[src/rtl/btn_event_pkg.sv]
// Shared types for the button gesture classifier.
//   btn_state_t : gesture FSM states
//   btn_event_t : gesture event kinds (used by the classifier and by scoreboards)
package btn_event_pkg;

  typedef enum logic [2:0] {
    IDLE,
    PRESSED,
    WAIT_GAP,
    LONG_HELD,
    SECOND_HELD
  } btn_state_t;

  typedef enum logic [2:0] {
    EV_NONE,
    EV_SHORT,
    EV_LONG,
    EV_DOUBLE,
    EV_REPEAT
  } btn_event_t;

endpackage

[src/rtl/edge_detect.sv]
// One-flop edge detector on an already-synchronous level.
// Ports:
//   clk, negated_reset : clock / async active-low reset
//   d                  : input level
//   rise, fall         : combinational edge strobes (d vs. previous-cycle d)
module edge_detect (
  input  logic clk,
  input  logic negated_reset,
  input  logic d,
  output logic rise,
  output logic fall
);

  logic d_q;

  // Previous-cycle copy of the level; cleared by reset so a held level re-fires rise.
  always_ff @(posedge clk or negedge negated_reset) begin
    if (!negated_reset) begin
      d_q <= 1'b0;
    end else begin
      d_q <= d;
    end
  end

  assign rise = d & ~d_q;
  assign fall = ~d & d_q;

endmodule

[src/rtl/button_event_classifier.sv]
// Classifies debounced button gestures into short / long / double press events,
// emitted as registered one-cycle pulses.
// Optional feature macro: BTN_REPEAT_EN (auto-repeat pulses while long-held).
// Ports:
//   clk, negated_reset : clock / async active-low reset
//   btn_level          : debounced, clk-synchronous button level (1 = pressed)
//   short_press        : pulse, single short press completed
//   long_press         : pulse, hold reached LONG_CYCLES
//   double_press       : pulse, second press started inside the gap
//   repeat_press       : pulse every REPEAT_CYCLES while long-held (0 without macro)
//   busy               : gesture in progress (state != IDLE)
module button_event_classifier
  import btn_event_pkg::*;
#(
  parameter int unsigned CNT_W         = 16,
  parameter int unsigned LONG_CYCLES   = 1000,
  parameter int unsigned GAP_CYCLES    = 250,
  parameter int unsigned REPEAT_CYCLES = 100
) (
  input  logic clk,
  input  logic negated_reset,
  input  logic btn_level,
  output logic short_press,
  output logic long_press,
  output logic double_press,
  output logic repeat_press,
  output logic busy
);

  // Terminal counts; the counter restarts at 0 on every state entry.
  localparam logic [CNT_W-1:0] LONG_LAST = CNT_W'(LONG_CYCLES - 2);
  localparam logic [CNT_W-1:0] GAP_LAST  = CNT_W'(GAP_CYCLES - 1);

  btn_state_t       state_q, state_d;
  logic [CNT_W-1:0] cnt_q, cnt_d;
  btn_event_t       ev_d;
  logic             rise, fall;

  edge_detect u_edge (
    .clk           (clk),
    .negated_reset (negated_reset),
    .d             (btn_level),
    .rise          (rise),
    .fall          (fall)
  );

  // Next-state, counter and event decode.
  always_comb begin
    state_d = state_q;
    cnt_d   = cnt_q;
    ev_d    = EV_NONE;
    case (state_q)
      IDLE: begin
        if (rise) begin
          state_d = PRESSED;
          cnt_d   = '0;
        end
      end
      PRESSED: begin
        cnt_d = cnt_q + CNT_W'(1);
        // Release beats the long threshold when both land together.
        if (fall) begin
          state_d = WAIT_GAP;
          cnt_d   = '0;
        end else if (cnt_q == LONG_LAST) begin
          state_d = LONG_HELD;
          cnt_d   = '0;
          ev_d    = EV_LONG;
        end
      end
      WAIT_GAP: begin
        cnt_d = cnt_q + CNT_W'(1);
        // A second press on the timeout cycle still counts as double.
        if (rise) begin
          state_d = SECOND_HELD;
          cnt_d   = '0;
          ev_d    = EV_DOUBLE;
        end else if (cnt_q == GAP_LAST) begin
          state_d = IDLE;
          cnt_d   = '0;
          ev_d    = EV_SHORT;
        end
      end
      LONG_HELD: begin
        if (fall) begin
          state_d = IDLE;
          cnt_d   = '0;
        end
`ifdef BTN_REPEAT_EN
        // Counter doubles as the auto-repeat period timer.
        else if (cnt_q == CNT_W'(REPEAT_CYCLES - 1)) begin
          cnt_d = '0;
          ev_d  = EV_REPEAT;
        end else begin
          cnt_d = cnt_q + CNT_W'(1);
        end
`endif
      end
      SECOND_HELD: begin
        if (fall) begin
          state_d = IDLE;
          cnt_d   = '0;
        end
      end
      default: begin
        state_d = IDLE;
        cnt_d   = '0;
      end
    endcase
  end

  // State, counter and registered outputs.
  always_ff @(posedge clk or negedge negated_reset) begin
    if (!negated_reset) begin
      state_q      <= IDLE;
      cnt_q        <= '0;
      short_press  <= 1'b0;
      long_press   <= 1'b0;
      double_press <= 1'b0;
      busy         <= 1'b0;
    end else begin
      state_q      <= state_d;
      cnt_q        <= cnt_d;
      short_press  <= (ev_d == EV_SHORT);
      long_press   <= (ev_d == EV_LONG);
      double_press <= (ev_d == EV_DOUBLE);
      busy         <= (state_d != IDLE);
    end
  end

`ifdef BTN_REPEAT_EN
  always_ff @(posedge clk or negedge negated_reset) begin
    if (!negated_reset) begin
      repeat_press <= 1'b0;
    end else begin
      repeat_press <= (ev_d == EV_REPEAT);
    end
  end
`else
  assign repeat_press = 1'b0;

  logic unused_repeat_cycles_c;
  assign unused_repeat_cycles_c = (REPEAT_CYCLES == 0);
`endif

endmodule

[config.mk]
export PLATFORM = sky130hd
export DESIGN_NAME = button_event_classifier
export DESIGN_NICKNAME = d
export VERILOG_FILES = /design/src/rtl/btn_event_pkg.sv /design/src/rtl/edge_detect.sv /design/src/rtl/button_event_classifier.sv
export SDC_FILE = /design/constraint.sdc
export NUM_CORES = 1
export LEC_CHECK = 0
export CORE_MARGIN = 2
export CORE_UTILIZATION = 30
export CTS_BUF_LIST = sky130_fd_sc_hd__clkbuf_8
export CTS_CLUSTER_DIAMETER = 30
export CTS_CLUSTER_SIZE = 10
export DETAILED_ROUTE_END_ITERATION = 10
export PLACE_DENSITY_LB_ADDON = 0.25
export SETUP_SLACK_MARGIN = 0.15
export SYNTH_ARGS = -nofsm -noshare
export SYNTH_HDL_FRONTEND = slang
export SYNTH_SLANG_ARGS = --single-unit
[constraint.sdc]
create_clock -name clk -period 2.8 [get_ports clk]
set_input_delay 0.56 -clock clk [delete_from_list [all_inputs] [get_ports clk]]
set_output_delay 0.56 -clock clk [all_outputs]
set_load 0.005 [all_outputs]
==> results of run 1 <==
==> sequential cells by signal, indices dropped and copies added, names as in the netlist <==
signal        count
busy              1
cnt_q            16
u_edge.d_q        1
double_press      1
state_q           3
short_press       1
long_press        1
==> cells in the mapped netlist, drive strengths merged <==
cell type	n	area, um2
nor3b	5	37.5
nor4bb	1	10.0
clkbuf	1	5.00
mux2i	1	10.0
and4	3	31.3
or3b	1	11.3
a21o	3	22.5
and3b	2	17.5
a2bb2oi	1	15.0
o21ai	9	48.8
nand2	6	22.5
dfrtp	24	601
xor2	10	87.6
inv	4	15.0
conb	1	3.75
or3	2	12.5
nand3	3	15.0
o211ai	5	37.5
nor2	19	73.8
a31o	1	8.76
and3	1	6.26
nand4	4	25.0
nor2b	6	37.5
a21oi	2	10.0
o2111ai	1	8.76
nor3	2	10.0
and2	1	8.76
buf	3	30.0
o22ai	1	6.26
nor4	4	40.0
ha	3	37.5
nand2b	3	18.8
o221ai	1	8.76
xnor2	1	8.76
a211oi	2	25.0
==> per-stage QoR <==
step,util,instances,setup WS [ns]
after floorplan,-,137,1.10
after global placement,0.334,192,0.325
after detailed placement,0.334,192,0.282
after CTS,0.350,196,0.580
after global routing,0.350,196,0.446
final,0.350,196,0.584
==> logic make-up (layout without fill, tap and decap cells) <==
logic type	after synthesis	count (layout)	synth area share
simple gates	63	63	0.276
compound gates	26	26	0.140
flops	24	24	0.439
xor+xnor	11	11	0.0704
buf+inv	8	15	0.0366
fa+ha+maj	3	3	0.0275
other cells	1	1	0.00274
mux	1	1	0.00732
==> power by group through the flow <==
stage / sequential [mW] / clock (mW) / combinational [mW]
after global placement: 0.443 / 0 / 0.282
after floorplan: 0.422 / 0 / 0.255
final: 0.438 / 0.309 / 0.288
after global routing: 0.445 / 0.337 / 0.329
after CTS: 0.438 / 0.319 / 0.293
after detailed placement: 0.446 / 0 / 0.291
==> worst reg2reg max path, stage by stage, from the launching register on <==
cell,delay [ns]
dfrtp_1,0.43
inv_1,0.11
ha_1,0.17
nor3b_1,0.24
nand4_1,0.22
a2bb2oi_2,0.43
and2_4,0.30
nor2_1,0.07
==> per-layer routing <==
layer | up-vias | wire (um)
li1 | 502 | -
met1 | 480 | 1350
met2 | 15 | 1250
met3 | 4 | 77
met4 | 0 | 45
met5 | - | 0
==> cell type report <==
type	instances	area (um2)	share of cell area
inverter	4	15.0	0.00977
clock inverter	1	30.0	0.0195
timing repair buffer	7	67.6	0.0440
clock buffer	3	41.3	0.0269
multi-input combinational	105	717	0.467
tap	52	65.1	0.0423
sequential	24	601	0.391
==> worst max-delay path by stage <==
stage,from,to,cells past startpoint,slack (ns)
final,btn_level,cnt_q[8],6,0.58
after global routing,btn_level,cnt_q[10],6,0.45
after CTS,btn_level,cnt_q[5],6,0.58
after detailed placement,btn_level,cnt_q[13],6,0.28
after global placement,btn_level,cnt_q[5],6,0.32
after floorplan,btn_level,cnt_q[13],5,1.10
==> key figures, run 1 <==
Logic synthesis
  – Gate Count Post-Synth: 137
  – Syn_area_per_cell: between 9 and 10 um2
  – Seq/Total Area, Yosys: 0.439
  – Mapped Area: approximately 1400 um2
  – Yosys cell types: 40
  – Net count after synthesis: 143
  – Synth Register Bits: 24
  – Yosys Warn Count: 0

STA
  – Final setup violation count: 0
  – Min Tclk post-route: 2.22 ns
  – Worst Max-Slew Pin Slew: 0.640 ns
  – WHS: a little under 0.6 ns
  – Final Hold Viols: 0
  – Final period utilization: 0.791
  – Final-report max-slew violation count: 0
  – RSZ-0062 raised after global routing: false
  – Final Skew: approximately 0.0084 ns
  – Post-route setup TNS: 0 ns
  – Peak Freq: between 400 and 500 MHz
  – Slew HR: 0.570

Run
  – Number of max-cap violations: 0

Clock network
  – Setup bufs post-CTS: 0
  – CTS Hold Bufs: 0
  – Max H-tree Level: 1
  – Clock slew at reported path FFs: approximately 0.09 ns
  – CTS resizes: 0
  – CTS tree: built
  – Clock Latency Late Sink: 0.27 ns
  – Clock buffer depth: 2
  – Clk root buf: clkbuf_8
  – TritonCTS buffer count: 3
  – Clock sinks: 24

Power and ir drop
  – Internal power: ~0.70 mW
  – Psw: between 0.3 and 0.4 mW
  – Peak VDD IR: 0.387 mV
  – Clock share of power: 0.298
  – LEAKAGE: roughly 0.65 nW
  – Tot Pwr: between 1 and 1.5 mW
  – Combinational Power Share: 0.278
  – Seq pwr share: 0.423
  – Net switching fraction of the power: 0.325
  – Power per cell area: around 670 nW/um2

Worst setup path
  – Critical path buffer and inverter count: 1
  – Critical Path Slowest Stage Cell: clkdlybuf4s50_1
  – Worst Path Max Fanout: 7
  – R2R Setup Slk: about 0.73 ns
  – CP Launch Type: input pin
  – Worst-path cell chain: clkdlybuf4s50_1, or3b_4, a211oi_2, o21ai_0, xor2_1, nor2_1
  – Worst setup EP type: register
  – Crit Path Class: in -> reg
  – R2r worst-path depth: 7
  – Slowest cell delay on critical path: approximately 0.58 ns
  – R2R Path Start: cnt_q[0]
  – CP delay by family, top: compound AO/OA/AOI/OAI gates
  – Worst EP arrival: ~2.4 ns
  – CP required: approximately 3.0 ns
  – FF-to-FF End: cnt_q[5]

GRT
  – Routing usage on met3: 0.0338
  – GRT Overall Usage: 0.116
  – GRT overflow: 0
  – Grt peak-use layer: met2
  – Met1 Use GR: 0.159
  – Largest net degree at the start of global routing: 25
  – Vias in the first global route: roughly 940
  – M2 GR Usage: 0.173
  – Initial antenna violation count: 0
  – First-pass GRT wire length: between 4000 and 5000 um

Routing
  – Drt wl/cell: 13.9 um
  – DRT iter0 DRCs: 40
  – Via density: ~5.1
  – Wirelength, routed: roughly 2700 um
  – DRT antenna net count: 0
  – Via count: 1001
  – TritonRoute pass-1 iters: 4
  – Post-route DRC: 0

Worst hold path
  – Hold Crit Depth: 1
  – HP Start: state_q[0]
  – Worst Hold Endpoint: state_q[2]
  – Worst hold path class: reg -> reg

Placement
  – I/O Buffers: 6
  – HPWL after detailed placement: about 2000 um
  – Routability congestion estimate: approximately 0.8
  – Post-Place Cell Area: approximately 1500 um2

Finish
  – Post-layout net count: between 150 and 200
  – Post-Layout Inst Area: 1540 um2
  – Ant diodes: 0
  – Fillers: roughly 440
  – Commonest non-fill, non-tap cells in the layout: 24 x dfrtp_1, 18 x nor2_1, 10 x xor2_1, 8 x o21ai_0
  – Layout cells sized above 1: 0.104
  – Area grow syn2layout: 12.4%
  – Commonest non-fill, non-tap cell in the layout: dfrtp_1

Floorplanning
  – Die ar.: 5110 um2
  – Die width: ~72 um
  – # rows: 24
  – Top Ports: 8
  – Core area: 4380 um2
  – Die Ht: just over 70 um
  – Starting density of the core: 0.312

Run status
  – Outcome: finished clean
(Power assumes the default switching activity.)
==> run 2: changes to the inputs <==
==> constraint.sdc (replaced) <==
create_clock -name clk -period 1.8 [get_ports clk]
set_input_delay 0.36 -clock clk [delete_from_list [all_inputs] [get_ports clk]]
set_output_delay 0.36 -clock clk [all_outputs]
set_load 0.005 [all_outputs]
==> run 2 against run 1 <==
Effect of this change:
- clock power is 18% higher
- core utilization is 6.0 points higher
- critical endpoint unchanged
- largest power group is now combinational cells
- critical path type is now reg -> reg
- global-route usage is 0.85 points higher
- combinational power grew to 2.6 times the previous value
- power is 74% higher
- critical path depth is 1 higher
- die area stayed put
- clock skew is 0.0010 ns lower
- flip-flop and latch count stayed put
- worst hold slack worse by 0.14 ns
- cell area is 17% higher
==> key figures, run 2 (synthesis gave the netlist of run 1 again) <==
GRT
  – Initial antenna violation count: 0 (unchanged)
  – GRT overflow: 0 (unchanged)
  – Largest net degree at the start of global routing: 25 (unchanged)
  – First-pass GRT wire length: 5030 um (+10%)
  – M2 GR Usage: 0.195 (+0.0226)
  – Grt peak-use layer: met2
  – Vias in the first global route: 1117 (+18%)
  – GRT Overall Usage: 0.125 (+0.00852)
  – Met1 Use GR: 0.166 (+0.00634)
  – Routing usage on met3: 0.0366 (+0.00281)

Floorplanning
  – Starting density of the core: 0.312 (unchanged)
  – # rows: 24 (unchanged)
  – Die Ht: 71.5 um (unchanged)
  – Top Ports: 8 (unchanged)
  – Core area: 4380 um2 (unchanged)
  – Die ar.: 5110 um2 (unchanged)
  – Die width: 71.5 um (unchanged)

Finish
  – Multi-input logic area: 816 um2 (+14%)
  – Ant diodes: 0 (unchanged)
  – Largest register FFs: 16 (unchanged)
  – Area grow syn2layout: 31.7%
  – Register area: 603 um2 (+0.42%)
  – Final std cells w/o fill: 220 (+12%)
  – Largest regs: cnt_q: 16 flops, state_q: 3 flops
  – Post-Layout Inst Area: 1800 um2 (+17%)
  – Layout cells sized above 1: 0.351 (+0.247)
  – Most flop-heavy register: cnt_q
  – Post-layout net count: 175 (+16%)
  – Fillers: 441 (-0.23%)
  – Commonest non-fill, non-tap cells in the layout: 22 x dfrtp_1, 22 x buf_4, 11 x nor2_1, 10 x xor2_1, 8 x nor2_2
  – Fin util: 0.411 (+0.0602)

Routing
  – Drt wl/cell: 13.2 um (-4.8%)
  – DRT antenna net count: 0 (unchanged)
  – Via count: 1112 (+11%)
  – DRT iter0 DRCs: 46 (+15%)
  – Post-route DRC: 0 (unchanged)
  – TritonRoute pass-1 iters: 4 (unchanged)
  – Via density: 5.05 (-1.0%)
  – Wirelength, routed: 2910 um (+6.9%)

Placement
  – Routability congestion estimate: 0.780 (-1.2%)
  – DP Cell Count: 208 (+8.3%)
  – Post-Place Cell Area: 1600 um2 (+9.1%)
  – I/O Buffers: 6 (unchanged)
  – HPWL after detailed placement: 2030 um (+3.3%)

Worst setup path
  – R2R Path Start: cnt_q[0]
  – CP Launch Type: register
  – CP required: 1.96 ns (-1.05 ns)
  – Worst EP arrival: 1.93 ns (-0.50 ns)
  – Worst setup EP type: register
  – Crit Path Class: reg -> reg
  – Worst Path Max Fanout: 8 (+1)
  – R2r worst-path depth: 7 (unchanged)
  – FF-to-FF End: cnt_q[8]
  – R2R Setup Slk: 0.03 ns (-0.70 ns)

Clock network
  – TritonCTS buffer count: 3 (unchanged)
  – Clock buffer depth: 2 (unchanged)
  – Clk root buf: clkbuf_8
  – Max H-tree Level: 1 (unchanged)
  – Clock slew at reported path FFs: 0.09 ns (about the same)
  – CTS Hold Bufs: 0 (unchanged)
  – Clock sinks: 24 (unchanged)
  – Clock Latency Late Sink: 0.27 ns (about the same)
  – CTS tree: built

STA
  – WHS: 0.439 ns (-0.144 ns)
  – Final period utilization: 0.984
  – Final Hold Viols: 0 (unchanged)
  – Final Skew: 0.00742 ns (-0.00100 ns)
  – RSZ-0062 raised after global routing: true
  – Peak Freq: around 560 MHz
  – Final setup violation count: 0 (unchanged)
  – Final-report max-slew violation count: 0 (unchanged)
  – Min Tclk post-route: 1.77 ns

Run
  – Number of max-cap violations: 0 (unchanged)

Power and ir drop
  – Peak VDD IR: 0.456 mV (+18%)
  – LEAKAGE: 0.758 nW (+17%)
  – Tot Pwr: 1.80 mW (+74%)
  – Power per cell area: 1000 nW/um2 (+49%)

Run status
  – Outcome: finished clean

Worst hold path
  – Worst hold path class: in -> async
## run 2: cell count changes in the layout (fill, tap and decap cells not counted), moves of 3 or more
| cell | change |
|---|---|
| o21ai_0 | -3 |
| nor3b_1 | -3 |
| nor2_2 | +7 |
| nor3b_2 | +3 |
| buf_4 | +21 |
| nor2_1 | -7 |
| o21ai_1 | +3 |
## run 2: power by group
group	switching, mW	internal [mW]	total (mW)
sequential	0.0791	0.598	0.678
clock	0.170	0.195	0.365
combinational	0.377	0.381	0.758
total	0.626	1.17	1.80
## run 2: cell type report
type / instances / share of cell area
multi-input cells: 106 / 0.453
flip-flops and latches: 24 / 0.335
repair buffers: 30 / 0.137
well taps: 52 / 0.0361
clock buffers: 4 / 0.0306
inverters: 4 / 0.00834
## run 2: per-stage QoR
step / setup TNS [ns] / worst slack [ns]
finish: 0 / 0.0283
global route: -0.234 / -0.0443
CTS: 0 / 0.0524
detailed placement: -4.14 / -0.349
global placement: -3.73 / -0.300
floorplan: 0 / 0.160
## run 2: worst max-delay path: stages, from the launching register on
cell and delay (ns):
dfrtp_1 0.40, inv_2 0.08, ha_4 0.12, nor3b_2 0.16
nand4_1 0.25, a2bb2oi_4 0.34, and2_4 0.25, nor2_1 0.05
## run 2: how the worst max path moves through the flow
stage | from | to | slack (ns) | cells past startpoint
2_1_floorplan | cnt_q[0] | cnt_q[10] | 0.16 | 8
3_3_place_gp | btn_level | cnt_q[13] | -0.30 | 6
3_5_place_dp | btn_level | cnt_q[13] | -0.35 | 6
4_1_cts | cnt_q[0] | cnt_q[3] | 0.05 | 7
5_1_grt | cnt_q[1] | cnt_q[12] | -0.04 | 8
6_report | cnt_q[0] | cnt_q[8] | 0.03 | 7
## run 2: per-layer routing
metal,vias to the layer above,share of wire
met3,4,0.042
met4,0,0.0093
met5,-,0
met2,22,0.50
met1,535,0.45
li1,551,-
## run 2: repair_timing
action	CTS	global route
pin swaps	6	17
gates cloned	1	0
buffers inserted	4	3
endpoints found under the setup margin	17	17
gates resized for setup	7	20
